--- src/rtl/led_fade_ctrl_if.sv ---
// Control/status bundle between a breathing-LED sequencer and whatever drives it.
// The master side sets enable and range; the slave side returns intensity and step pulses.
interface led_fade_ctrl_if;
  logic       en;
  logic [3:0] min_level;
  logic [3:0] max_level;
  logic [3:0] intensity;
  logic       step_tick;
  logic       cycle_done;

  modport master (
    output en, min_level, max_level,
    input  intensity, step_tick, cycle_done
  );

  modport slave (
    input  en, min_level, max_level,
    output intensity, step_tick, cycle_done
  );
endinterface

--- src/rtl/led_fade_ctrl.sv ---
// Breathing-effect intensity sequencer feeding the 4-bit sigma-delta LED modulator.
// Optional perceptual output table enabled by defining LED_FADE_GAMMA_EN.
//
//   state     | meaning
//   ----------+--------------------------------------------------
//   IDLE      | disabled, level forced to 0
//   RAMP_UP   | level climbs one per step toward max_level
//   HOLD_HIGH | level parked at peak for HOLD_STEPS steps
//   RAMP_DOWN | level falls one per step toward min_level
//   HOLD_LOW  | level parked at floor; also the degenerate-range home
module led_fade_ctrl #(
  parameter int STEP_DIV   = 1000000,
  parameter int HOLD_STEPS = 8
) (
  input  logic           i_clk,
  input  logic           i_rst_n,
  led_fade_ctrl_if.slave io_fade
);

  localparam int DIV_W  = $clog2(STEP_DIV);
  localparam int HOLD_W = (HOLD_STEPS > 1) ? $clog2(HOLD_STEPS) : 1;
  localparam logic [DIV_W-1:0]  DIV_LAST  = DIV_W'(STEP_DIV - 1);
  localparam logic [HOLD_W-1:0] HOLD_LAST = HOLD_W'(HOLD_STEPS - 1);

  typedef enum logic [2:0] {
    IDLE,
    RAMP_UP,
    HOLD_HIGH,
    RAMP_DOWN,
    HOLD_LOW
  } state_t;

  state_t            r_state;
  logic [DIV_W-1:0]  r_div_cnt;
  logic [HOLD_W-1:0] r_hold_cnt;
  logic [3:0]        r_level;
  logic              r_step_tick;
  logic              r_cycle_done;

  logic [3:0] w_level_inc;
  logic [3:0] w_level_dec;
  logic       w_degenerate;
  logic       w_step;

  // inc/dec are only used when the level is strictly inside the range, so they never wrap
  assign w_level_inc  = r_level + 4'd1;
  assign w_level_dec  = r_level - 4'd1;
  assign w_degenerate = (io_fade.min_level >= io_fade.max_level);
  assign w_step       = (r_div_cnt == DIV_LAST);

  always_ff @(posedge i_clk or negedge i_rst_n) begin
    if (!i_rst_n) begin
      r_state      <= IDLE;
      r_div_cnt    <= '0;
      r_hold_cnt   <= '0;
      r_level      <= 4'd0;
      r_step_tick  <= 1'b0;
      r_cycle_done <= 1'b0;
    end else if (!io_fade.en) begin
      r_state      <= IDLE;
      r_div_cnt    <= '0;
      r_hold_cnt   <= '0;
      r_level      <= 4'd0;
      r_step_tick  <= 1'b0;
      r_cycle_done <= 1'b0;
    end else if (r_state == IDLE) begin
      r_state      <= RAMP_UP;
      r_div_cnt    <= '0;
      r_hold_cnt   <= '0;
      r_level      <= io_fade.min_level;
      r_step_tick  <= 1'b0;
      r_cycle_done <= 1'b0;
    end else if (!w_step) begin
      r_div_cnt    <= r_div_cnt + DIV_W'(1);
      r_step_tick  <= 1'b0;
      r_cycle_done <= 1'b0;
    end else begin
      r_div_cnt    <= '0;
      r_step_tick  <= 1'b1;
      r_cycle_done <= 1'b0;
      if (w_degenerate) begin
        r_level    <= io_fade.min_level;
        r_hold_cnt <= '0;
        r_state    <= HOLD_LOW;
      end else begin
        case (r_state)
          RAMP_UP: begin
            if (r_level < io_fade.max_level) begin
              r_level <= w_level_inc;
              if (w_level_inc >= io_fade.max_level) begin
                r_hold_cnt <= '0;
                r_state    <= HOLD_HIGH;
              end
            end else begin
              // peak was lowered below the current level mid-ramp
              r_level    <= io_fade.max_level;
              r_hold_cnt <= '0;
              r_state    <= HOLD_HIGH;
            end
          end
          HOLD_HIGH: begin
            if (r_hold_cnt == HOLD_LAST) begin
              r_hold_cnt <= '0;
              r_state    <= RAMP_DOWN;
            end else begin
              r_hold_cnt <= r_hold_cnt + HOLD_W'(1);
            end
          end
          RAMP_DOWN: begin
            if (r_level > io_fade.min_level) begin
              r_level <= w_level_dec;
              if (w_level_dec <= io_fade.min_level) begin
                r_hold_cnt <= '0;
                r_state    <= HOLD_LOW;
              end
            end else begin
              r_level    <= io_fade.min_level;
              r_hold_cnt <= '0;
              r_state    <= HOLD_LOW;
            end
          end
          HOLD_LOW: begin
            if (r_hold_cnt == HOLD_LAST) begin
              r_hold_cnt   <= '0;
              r_state      <= RAMP_UP;
              r_cycle_done <= 1'b1;
            end else begin
              r_hold_cnt <= r_hold_cnt + HOLD_W'(1);
            end
          end
          default: begin
            r_hold_cnt <= '0;
            r_state    <= IDLE;
          end
        endcase
      end
    end
  end

`ifdef LED_FADE_GAMMA_EN
  function automatic logic [3:0] gamma_lut(input logic [3:0] lvl);
    logic [3:0] g;
    case (lvl)
      4'd0:    g = 4'd0;
      4'd1:    g = 4'd0;
      4'd2:    g = 4'd0;
      4'd3:    g = 4'd1;
      4'd4:    g = 4'd1;
      4'd5:    g = 4'd2;
      4'd6:    g = 4'd2;
      4'd7:    g = 4'd3;
      4'd8:    g = 4'd4;
      4'd9:    g = 4'd5;
      4'd10:   g = 4'd7;
      4'd11:   g = 4'd8;
      4'd12:   g = 4'd10;
      4'd13:   g = 4'd11;
      4'd14:   g = 4'd13;
      default: g = 4'd15;
    endcase
    return g;
  endfunction

  logic [3:0] r_gamma;
  logic       r_step_tick_d;
  logic       r_cycle_done_d;

  // pulses are delayed alongside the table lookup so they line up with the word they mark
  always_ff @(posedge i_clk or negedge i_rst_n) begin
    if (!i_rst_n) begin
      r_gamma        <= 4'd0;
      r_step_tick_d  <= 1'b0;
      r_cycle_done_d <= 1'b0;
    end else begin
      r_gamma        <= gamma_lut(r_level);
      r_step_tick_d  <= r_step_tick;
      r_cycle_done_d <= r_cycle_done;
    end
  end

  assign io_fade.intensity  = r_gamma;
  assign io_fade.step_tick  = r_step_tick_d;
  assign io_fade.cycle_done = r_cycle_done_d;
`else
  assign io_fade.intensity  = r_level;
  assign io_fade.step_tick  = r_step_tick;
  assign io_fade.cycle_done = r_cycle_done;
`endif

endmodule

--- src/flat_wrapper.sv ---
// flat-port wrapper written by rule: the top's interface ports become plain ports
module led_fade_ctrl_flat 
#(
  parameter int STEP_DIV   = 1000000,
  parameter int HOLD_STEPS = 8
)
  (i_clk, i_rst_n, io_fade_en, io_fade_min_level, io_fade_max_level, io_fade_intensity, io_fade_step_tick, io_fade_cycle_done);
  led_fade_ctrl_if io_fade_i ();
  input  logic i_clk;
  input  logic i_rst_n;
  input wire logic [$bits(io_fade_i.en)-1:0] io_fade_en;
  input wire logic [$bits(io_fade_i.min_level)-1:0] io_fade_min_level;
  input wire logic [$bits(io_fade_i.max_level)-1:0] io_fade_max_level;
  output wire logic [$bits(io_fade_i.intensity)-1:0] io_fade_intensity;
  output wire logic [$bits(io_fade_i.step_tick)-1:0] io_fade_step_tick;
  output wire logic [$bits(io_fade_i.cycle_done)-1:0] io_fade_cycle_done;
  assign io_fade_i.en = io_fade_en;
  assign io_fade_i.min_level = io_fade_min_level;
  assign io_fade_i.max_level = io_fade_max_level;
  assign io_fade_intensity = io_fade_i.intensity;
  assign io_fade_step_tick = io_fade_i.step_tick;
  assign io_fade_cycle_done = io_fade_i.cycle_done;
  led_fade_ctrl #(.STEP_DIV(STEP_DIV), .HOLD_STEPS(HOLD_STEPS)) u_core (.i_clk(i_clk), .i_rst_n(i_rst_n), .io_fade(io_fade_i));
endmodule
--- config.mk ---
export PLATFORM = sky130hd
export DESIGN_NAME = led_fade_ctrl_flat
export DESIGN_NICKNAME = d
export VERILOG_FILES = /design/src/rtl/led_fade_ctrl_if.sv /design/src/rtl/led_fade_ctrl.sv /design/src/flat_wrapper.sv
export SDC_FILE = /design/constraint.sdc
export NUM_CORES = 1
export LEC_CHECK = 0
export CORE_ASPECT_RATIO = 1.1
export CORE_MARGIN = 5
export CORE_UTILIZATION = 45
export CTS_BUF_LIST = sky130_fd_sc_hd__clkbuf_8
export CTS_CLUSTER_DIAMETER = 40
export DETAILED_ROUTE_END_ITERATION = 12
export SYNTH_ARGS = -nofsm -noshare
export SYNTH_HDL_FRONTEND = slang
export SYNTH_SLANG_ARGS = --single-unit
--- constraint.sdc ---
create_clock -name i_clk -period 3.4 [get_ports i_clk]
set_input_delay 0.34 -clock i_clk [delete_from_list [all_inputs] [get_ports i_clk]]
set_output_delay 0.34 -clock i_clk [all_outputs]
set_load 0.01 [all_outputs]
==> results.toml <==
[logic_synthesis]
synth.distinct_cells = 51
syn_area_um2 = 2320
syn_inst = 246
synth_flop_cell = "dfrtp_1"
synthSimpleGateAreaFrac_pct = 21.5
yosysSeqAreaShare_pct = 34.5
syn_area_per_cell_um2 = 9.43
synth_xor_area_share_pct = 8.68
synth.area.mux_share_pct = 4.15
yosys_warnings = 0
synth_fa_ha_area_share_pct = 13.5
synth_seq_cells = 32
synth_edf_count = 0
synth-compound-area-share_pct = 13.7
syn_nets = 282
synth_top_family_by_area = "simple AND/OR/NAND/NOR gates"
synth-async-reset-ratio_pct = 100

[final_layout]
final_common_cell = "nor2_1"
drive_gt1_share_pct = 7.87
nNetsFinal = 303
most-common-layout-cells = "nor2_1, dfrtp_1, ha_1"
fillCellCount = 474
area_growth_pct = 12.8
fin_cells = 325
diodes = 0

[timing]
setup_viol = 0
finalClockSkew_ns = 0.00614
max_freq_mhz = 377
rsz0062_at_grt = "false"
slew_viol_final = 0
tightest_slew_ns = 0.552
totalNegativeSetupSlack_ns = 0
period_share_pct = 78.1
finalHoldViolCount = 0
slew_headroom_pct = 62.8
fin_hold_ws_ns = 0.455
min_period_ns = 2.65

[floorplanning]
core_area_um2 = 5000
ios = 17
rows = 27
die_h_um = 85.3
fp.dieArea_um2 = 6700
start_util_pct = 46.4
die_w_um = 78.5

[power_and_ir_drop]
power_density_nw_per_um2 = 599
pwr-share-clk_pct = 16.9
intPower_mw = 0.910
p_leak_nw = 1.20
p_seq_share_pct = 33.1
power_switching_share_pct = 42.0
p_sw_mw = 0.658
comb_power_share_pct = 50.0
ir_drop_v = 0.000229

[clocking]
hold_buffers = 0
clockBufferDepth = 2
cts_root_buffer = "clkbuf_8"
clock-sinks = 32
post_cts_buffers = 0
path_clk_slew_ns = 0.06
clk_latency_ns = 0.28
post_cts.resized_instances = 0
htree_levels = 2
cts_tree = "built"
cts_inserted_buffers = 5

[critical_path]
crit_path_start = "u_core.io_fade.intensity[0]"
rr_startpoint = "u_core.io_fade.intensity[0]"
arrival_ns = 2.82
critPathLaunchType = "flop"
cp_max_fo = 8
cp.required_ns = 3.56
rr_endpoint = "u_core.r_hold_cnt[0]"
crit_path_end_kind = "flop"
r2r_cells = 9
critPathKind = "reg2reg"
crit_end = "u_core.r_hold_cnt[0]"
ff2ff_setup_slack_ns = 0.75

[detailed_routing]
vias_per_cell = 5.57
routedWlPerCell_um = 15.4
wirelength_mm = 5.01
dr.pass1.iters = 5
num_vias = 1809
drtAntennaViolNets = 0
route.detailed.drc = 0
drtIter0Drc = 128

[flow_run]
maxCapViolCount = 0

[grt]
grt_pass1_wl_mm = 8.72
first_global_vias = 1908
grt-ovfl-total = 0
grt_max_degree = 33
antenna_found_initial = 0
grt_usage_pct = 16.5

[placed_design]
io_buffers = 16
placed_cells = 318
hpwlAfterDp_mm = 3.75
globalplace.congestion = 0.822

[status]
status = "completed"

[worst_hold_path]
hp-class = "in2async"
## per-layer routing
metal	share of wire (%)	GRT usage [%]	routed length [um]
met5	0	0	0
met4	1.5	6.04	74
met3	3.8	4.03	190
met2	49	28.3	2440
met1	46	20.0	2300
## sequential cells by signal, summed over array words and instances (netlist names)
signal                     flops
u_core.r_div_cnt              20
u_core.io_fade.intensity       4
u_core.r_hold_cnt              3
u_core.r_state                 3
u_core.io_fade.cycle_done      1
u_core.io_fade.step_tick       1
## power by group through the flow
stage | registers, mW | clock network (mW) | logic [mW]
2_1_floorplan | 0.495 | 0 | 0.581
3_3_place_gp | 0.527 | 0 | 0.768
3_5_place_dp | 0.526 | 0 | 0.778
4_1_cts | 0.519 | 0.277 | 0.781
5_1_grt | 0.529 | 0.297 | 0.873
6_report | 0.519 | 0.265 | 0.783
## cell families after synthesis
kind of cell	count (synthesis)
and+or+nand+nor	97
AOI/OAI and AO/OA	39
DFF	32
adders and majority gates	25
xor gates and xnor gates	23
buffers and inverters	21
muxes	9
## metrics by stage
step,power (mW),area (um2),worst slack (ns),util [%]
CTS,1.58,2620,0.745,52.4
floorplan,1.08,2320,0.965,-
global route,1.70,2620,0.630,52.4
finish,1.57,2620,0.746,52.4
global placement,1.29,2540,0.652,50.8
detailed placement,1.30,2540,0.626,50.8
## cell type report
| class | instances | area, um2 | share of cell area (%) |
|---|---|---|---|
| sequential | 32 | 801 | 30.6 |
| tap | 58 | 72.6 | 2.77 |
| clock inverter | 2 | 8.76 | 0.334 |
| timing repair buffer | 18 | 175 | 6.69 |
| multi-input combinational | 193 | 1430 | 54.6 |
| clock buffer | 5 | 68.8 | 2.63 |
| inverter | 17 | 63.8 | 2.44 |
## worst min-delay path by stage
stage / startpoint / end / slack (ns) / depth (start not counted)
2_1_floorplan: i_rst_n / u_core.io_fade.cycle_done / 0.04 / 0
3_3_place_gp: u_core.r_div_cnt[0] / u_core.r_div_cnt[0] / 0.50 / 1
3_5_place_dp: u_core.r_div_cnt[0] / u_core.r_div_cnt[0] / 0.50 / 1
4_1_cts: i_rst_n / u_core.r_div_cnt[8] / 0.48 / 2
5_1_grt: i_rst_n / u_core.r_div_cnt[0] / 0.50 / 2
6_report: i_rst_n / u_core.r_div_cnt[3] / 0.46 / 2
## worst max-delay path, stage by stage, from the launching register on
cell	delay [ns]
dfrtp_1	0.50
inv_1	0.15
ha_1	0.24
xor2_1	0.23
ha_1	0.31
and4b_1	0.21
a211o_1	0.26
o21ai_4	0.21
a21boi_4	0.12
mux2_4	0.31
## synth_stat cells (2+ instances only)
library cell,number,area (um2)
and2_1,2,12.5
inv_1,16,60.1
a211oi_1,3,22.5
xnor2_1,10,87.6
mux2i_1,7,70.1
nand4_1,5,31.3
nor3_1,6,30.0
nand2_1,16,60.1
nand3_1,11,55.1
o21ai_0,8,40.0
nor2_1,33,124
xor2_1,13,114
dfrtp_1,32,801
o211ai_1,3,22.5
nor4b_1,2,17.5
a211o_1,2,17.5
and3_1,9,56.3
ha_1,25,313
a21oi_1,6,30.0
nand2b_4,2,27.5
o2111ai_1,2,17.5
nor2b_1,3,18.8
o21ai_1,2,10.0
Note: power is estimated with default switching activity, not from simulation.
